<file path="src/rtl/keypad_row_decoder.sv">
// keypad_row_decoder
//   Decodes the active-low rows of a 4x4 keypad scanned column by column.
//   One sample is taken per column dwell (on cnt_end); a full sweep ends
//   at column 3 and yields NONE, SINGLE(code) or MULTI. Sweep results are
//   debounced over DEBOUNCE_SCANS consecutive sweeps for both press and
//   release, and a pressed key locks out rollover until it is released.
//
// Ports
//   clk        system clock
//   rst        asynchronous, active-high reset
//   cnt_end    one-cycle strobe on the last cycle of a column dwell
//   col_drive  active-low one-cold column drive from the scan driver
//   row_in     raw active-low rows, asynchronous to clk
//   key_code   accepted key, row*4 + col
//   key_valid  one-cycle pulse when a new key is accepted
//   key_held   high while the accepted key is considered pressed
//   multi_key  high when the last sweep saw two or more pressed keys
//
// state    | meaning
// ---------+----------------------------------------------------------
// IDLE     | no key accepted, waiting for a sweep with a single key
// DEBOUNCE | counting consecutive sweeps that show the same single key
// PRESSED  | key accepted; further keys are ignored (rollover lockout)
// RELEASE  | counting consecutive empty sweeps before dropping key_held

module keypad_row_decoder #(
  parameter int unsigned DEBOUNCE_SCANS = 3
) (
  input  logic       clk,
  input  logic       rst,
  input  logic       cnt_end,
  input  logic [3:0] col_drive,
  input  logic [3:0] row_in,
  output logic [3:0] key_code,
  output logic       key_valid,
  output logic       key_held,
  output logic       multi_key
);

  localparam logic [3:0] DEB_LAST = 4'(DEBOUNCE_SCANS);

  typedef enum logic [1:0] {
    IDLE     = 2'd0,
    DEBOUNCE = 2'd1,
    PRESSED  = 2'd2,
    RELEASE  = 2'd3
  } state_t;

  typedef enum logic [1:0] {
    RES_NONE   = 2'd0,
    RES_SINGLE = 2'd1,
    RES_MULTI  = 2'd2
  } result_t;

  // Registers
  logic [3:0] rows_meta_q, rows_meta_d;
  logic [3:0] rows_s_q,    rows_s_d;
  logic [1:0] acc_hits_q,  acc_hits_d;
  logic [3:0] acc_code_q,  acc_code_d;
  state_t     state_q,     state_d;
  logic [3:0] cand_q,      cand_d;
  logic [3:0] deb_q,       deb_d;
  logic [3:0] rel_q,       rel_d;
  logic [3:0] key_code_q,  key_code_d;
  logic       key_valid_q, key_valid_d;
  logic       key_held_q,  key_held_d;
  logic       multi_key_q, multi_key_d;

  // Sample decode
  logic       col_valid;
  logic [1:0] col_idx;
  logic [3:0] row_low;
  logic [2:0] sample_hits;
  logic [1:0] first_row;
  logic [3:0] sample_code;
  logic       sample_ok;
  logic       sweep_end;
  logic [2:0] sum_hits;
  logic [1:0] sat_hits;
  logic [3:0] sweep_code;
  result_t    res_kind;
  logic [3:0] deb_inc;
  logic [3:0] rel_inc;

  always_comb begin
    col_valid = 1'b1;
    col_idx   = 2'd0;
    case (col_drive)
      4'b1110: col_idx = 2'd0;
      4'b1101: col_idx = 2'd1;
      4'b1011: col_idx = 2'd2;
      4'b0111: col_idx = 2'd3;
      default: col_valid = 1'b0;
    endcase
  end

  always_comb begin
    row_low     = ~rows_s_q;
    sample_hits = {2'b00, row_low[0]} + {2'b00, row_low[1]}
                + {2'b00, row_low[2]} + {2'b00, row_low[3]};
    if (row_low[0])      first_row = 2'd0;
    else if (row_low[1]) first_row = 2'd1;
    else if (row_low[2]) first_row = 2'd2;
    else                 first_row = 2'd3;
    sample_code = {first_row, col_idx};
    sample_ok   = cnt_end & col_valid;
    sweep_end   = sample_ok & (col_idx == 2'd3);
  end

  // The column-3 sample contributes to the result it terminates, so the
  // result is built from the accumulator plus the current sample.
  always_comb begin
    sum_hits   = {1'b0, acc_hits_q} + sample_hits;
    sat_hits   = (sum_hits >= 3'd2) ? 2'd2 : sum_hits[1:0];
    sweep_code = (acc_hits_q == 2'd0) ? sample_code : acc_code_q;
    case (sat_hits)
      2'd0:    res_kind = RES_NONE;
      2'd1:    res_kind = RES_SINGLE;
      default: res_kind = RES_MULTI;
    endcase
  end

  always_comb begin
    rows_meta_d = row_in;
    rows_s_d    = rows_meta_q;
    acc_hits_d  = acc_hits_q;
    acc_code_d  = acc_code_q;
    if (sample_ok) begin
      if (sweep_end) begin
        acc_hits_d = 2'd0;
        acc_code_d = 4'd0;
      end else begin
        acc_hits_d = sat_hits;
        if ((acc_hits_q == 2'd0) && (sample_hits != 3'd0)) begin
          acc_code_d = sample_code;
        end
      end
    end
  end

  always_comb begin
    deb_inc     = deb_q + 4'd1;
    rel_inc     = rel_q + 4'd1;
    state_d     = state_q;
    cand_d      = cand_q;
    deb_d       = deb_q;
    rel_d       = rel_q;
    key_code_d  = key_code_q;
    key_valid_d = 1'b0;
    key_held_d  = key_held_q;
    multi_key_d = multi_key_q;

    if (sweep_end) begin
      multi_key_d = (res_kind == RES_MULTI);
      case (state_q)
        IDLE: begin
          if (res_kind == RES_SINGLE) begin
            state_d = DEBOUNCE;
            cand_d  = sweep_code;
            deb_d   = 4'd1;
          end
        end
        DEBOUNCE: begin
          if (res_kind == RES_SINGLE) begin
            if (sweep_code == cand_q) begin
              if (deb_inc == DEB_LAST) begin
                state_d     = PRESSED;
                deb_d       = 4'd0;
                key_code_d  = cand_q;
                key_valid_d = 1'b1;
                key_held_d  = 1'b1;
              end else begin
                deb_d = deb_inc;
              end
            end else begin
              cand_d = sweep_code;
              deb_d  = 4'd1;
            end
          end else begin
            state_d = IDLE;
            deb_d   = 4'd0;
          end
        end
        PRESSED: begin
          if (res_kind == RES_NONE) begin
            state_d = RELEASE;
            rel_d   = 4'd1;
          end
        end
        RELEASE: begin
          if (res_kind == RES_NONE) begin
            if (rel_inc == DEB_LAST) begin
              state_d    = IDLE;
              rel_d      = 4'd0;
              key_held_d = 1'b0;
            end else begin
              rel_d = rel_inc;
            end
          end else begin
            // Key came back before the release was confirmed: treat as
            // the same press, no new key_valid.
            state_d = PRESSED;
            rel_d   = 4'd0;
          end
        end
        default: begin
          state_d = IDLE;
        end
      endcase
    end
  end

  always_ff @(posedge clk or posedge rst) begin
    if (rst) begin
      rows_meta_q <= 4'b1111;
      rows_s_q    <= 4'b1111;
      acc_hits_q  <= 2'd0;
      acc_code_q  <= 4'd0;
      state_q     <= IDLE;
      cand_q      <= 4'd0;
      deb_q       <= 4'd0;
      rel_q       <= 4'd0;
      key_code_q  <= 4'd0;
      key_valid_q <= 1'b0;
      key_held_q  <= 1'b0;
      multi_key_q <= 1'b0;
    end else begin
      rows_meta_q <= rows_meta_d;
      rows_s_q    <= rows_s_d;
      acc_hits_q  <= acc_hits_d;
      acc_code_q  <= acc_code_d;
      state_q     <= state_d;
      cand_q      <= cand_d;
      deb_q       <= deb_d;
      rel_q       <= rel_d;
      key_code_q  <= key_code_d;
      key_valid_q <= key_valid_d;
      key_held_q  <= key_held_d;
      multi_key_q <= multi_key_d;
    end
  end

  assign key_code  = key_code_q;
  assign key_valid = key_valid_q;
  assign key_held  = key_held_q;
  assign multi_key = multi_key_q;

endmodule

</file>
<file path="config.mk">
export PLATFORM = sky130hd
export DESIGN_NAME = keypad_row_decoder
export DESIGN_NICKNAME = d
export VERILOG_FILES = /design/src/rtl/keypad_row_decoder.sv
export SDC_FILE = /design/constraint.sdc
export NUM_CORES = 1
export LEC_CHECK = 0
export CAP_MARGIN = 40
export CORE_MARGIN = 2
export CORE_UTILIZATION = 25
export CTS_CLUSTER_SIZE = 30
export DETAILED_ROUTE_END_ITERATION = 8
export DONT_BUFFER_PORTS = 1
export PLACE_DENSITY = 0.46
export SYNTH_ARGS = -nofsm -noshare
export SYNTH_HDL_FRONTEND = slang
export SYNTH_SLANG_ARGS = --single-unit
</file>
<file path="constraint.sdc">
create_clock -name clk -period 8.9 [get_ports clk]
set_input_delay 1.78 -clock clk [delete_from_list [all_inputs] [get_ports clk]]
set_output_delay 1.78 -clock clk [all_outputs]
set_load 0.01 [all_outputs]
</file>
==> results.md <==
- Synth area leader: dfrtp_1
- Buffers & Inverters on Critical Path: 1
- Starting DRT DRC Count: 70
- First-pass detailed-route iteration total: 5
- Gr usage total: 10.1%
- Clock Path Buffers: 2
- Run status: finished, final reports clean
- Post-cts gate resize count: 0
- Hpwl dp: 2.73 mm
- Setup_tns: 0 ns
- Worst path required time: between 9 and 10 ns
- Final hold vios: 0
- Clk root buf: clkbuf_8
- Setup Skew: 0.00968 ns
- List of most frequent post-synthesis cells: dfrtp_1, nand2_1, o21ai_0
- WS Path Type: reg -> reg
- Worst hold path class: reg -> reg
- Die X: 91.5 um
- Wl on met1: 1.94 mm
- Final #Nets: approximately 210
- Worst EP arrival: 4.02 ns
- DR WL/cell: 12.8 um
- Clk Latency, worst-skew pair: 0.29 ns
- Met2 wire length: 1.58 mm
- Ranking of synthesized cells by area: dfrtp_1, dfstp_2, ha_1
- Max transition margin: 58.0%
- CP Capture Type: flip-flop
- Synth Area per Inst: 10.2 um2
- Netlist cell types: 44
- Critical Path Max Stage Delay: 0.60 ns
- # fillers: 760
- P per Cell Area: 229 mW/mm2
- Final WL: 3.71 mm
- Layout area overhead: 10.7%
- Std cell rows: 31
- Synthesis Warnings: 0
- CORE AREA: 0.00733 mm2
- Max-cap check violation count: 0
- Final Cycle Share: 43.3%
- DR WL met3: 128 um
- Ys async rst share: 100%
- Sink Count: 35
- Cells after Synth: approximately 190
- FMAX: 260 MHz
- CP Launch Type: flip-flop
- Count leader, synth: dfrtp_1
- Syn nets: ~210
- # DRC: 0
- Number of flops mapped to enable cells by yosys: 0
- Final setup vio count: 0
- Port bufs: 0
- CP delay by family, top: adder cells
- Critical-path cell list: inv_1 -> fa_1 -> ha_1 -> ha_1 -> fa_1 -> xor2_1 -> nor2_1 -> nand3_1 -> or3b_1 -> mux2_4
- Seq. cell area: 886 um2
- Number of post-CTS setup repair buffers: 0
- N_diodes: 0
- Hold buffers post-CTS: 0
- Final worst path period need: 3.85 ns
- I/O Pins: 18
- Initial antenna violation count: 0
- Die ar.: 0.00836 mm2
- Worst vdd ir: just over 0.09 mV
- Antenna-violating nets left: 0
- Register bit total from synthesis: 35
- Area of the multi-input gates: approximately 950 um2
- Slew Viols, Final: 0
- Setup repair after global routing missed its margin: false
- Die Y: 91.5 um
- H-tree levels: 2
- Critical Path Slowest Stage Cell: or3b_1
- Worst slew pin tran: 0.628 ns
- Vias in the first global route: approximately 1.3k
- Share of post-route cells with drive strength above 1: 15.1%
- First-pass GRT wire length: 6.66 mm
- Post-synth top area share: a little over a third
- Cell Area, Synth: 0.00191 mm2
- Grt ovf: 0
- RD Place Congestion: between 0.7 and 0.8
- Clock transition at path regs: 0.07 ns
- Drt via density: 4.47
- Uppermost routed layer: met4
- CTS Buf Count: 5
- DR vias: 1301
- Starting density of the core: between 20% and 30%
- Ys flop type: dfrtp_1
- Seq/Total Area, Yosys: 46.3%
- Largest net degree at the start of global routing: 36
- Total power: 0.484 mW
- CTS tree: yes
- Max FO, Critical Path: 9
- Pleak: 0.927 nW
## layout by cell type (no fill, tap or decap), types with 6 or more instances in the layout
master	instances
a21oi_1	6
clkbuf_8	7
dfrtp_1	27
dfstp_2	8
ha_1	8
inv_1	13
nand2_1	22
nand3_1	8
nor2_1	6
nor3_1	8
o21ai_0	17
## cell families after synthesis
kind of cell	Yosys count	share of synthesized area (%)
multiplexers	11	7.13
adder cells (fa/ha/maj)	10	7.33
buffers and inverters	18	3.99
AND/OR/NAND/NOR	64	17.3
flip-flops	35	46.3
AO/OA/AOI/OAI	43	14.7
XOR/XNOR	7	3.21
## per-stage QoR
step | instances | setup WS [ns] | utilization [%] | hold WS (ns) | area [um2]
CTS | 291 | 5.01 | 28.9 | 0.357 | 2120
global placement | 283 | 4.86 | 27.5 | 0.346 | 2020
floorplan | 188 | 5.11 | - | 0.345 | 1910
detailed placement | 283 | 4.79 | 27.5 | 0.347 | 2020
global route | 291 | 4.85 | 28.9 | 0.359 | 2120
finish | 291 | 5.05 | 28.9 | 0.355 | 2120
## layer usage
| layer | track usage [%] | up-vias |
|---|---|---|
| met5 | 0 | - |
| met3 | 2.99 | 5 |
| li1 | - | 674 |
| met2 | 14.2 | 13 |
| met1 | 14.0 | 609 |
| met4 | 4.80 | 0 |
## registers in the layout, indices dropped and copies added (netlist names), 2 cells and up
signal / cells
cand_q: 4
rows_s_q: 4
state_q: 2
rel_q: 4
rows_meta_q: 4
deb_q: 4
acc_hits_q: 2
acc_code_q: 4
key_code: 4
## final timing paths
| kind | start | end | slack (ns) | cells after the start |
|---|---|---|---|---|
| min | rows_meta_q[3] | rows_s_q[3] | 0.36 | 0 |
| min in group asynchronous | rst | deb_q[0] | 1.48 | 2 |
| max in group asynchronous | rst | rows_s_q[2] | 7.06 | 2 |
| min reg2reg | rows_meta_q[3] | rows_s_q[3] | 0.36 | 0 |
| max | rows_s_q[0] | key_code[0] | 5.05 | 10 |
| max reg2reg | rows_s_q[0] | key_code[0] | 5.05 | 10 |
## final cells by class
| type | instances | area share (%) |
|---|---|---|
| repair buffers | 1 | 0.355 |
| flip-flops and latches | 35 | 41.9 |
| well taps | 99 | 5.85 |
| clock buffers | 8 | 4.73 |
| inverters | 13 | 2.31 |
| multi-input cells | 135 | 44.9 |
## power breakdown
part           switching (mW)  internal (mW)  total [mW]
logic                  0.0845         0.0584       0.143
registers              0.0301          0.184       0.214
clock network          0.0565         0.0706       0.127
No activity file was read; power rests on OpenSTA's default activity.
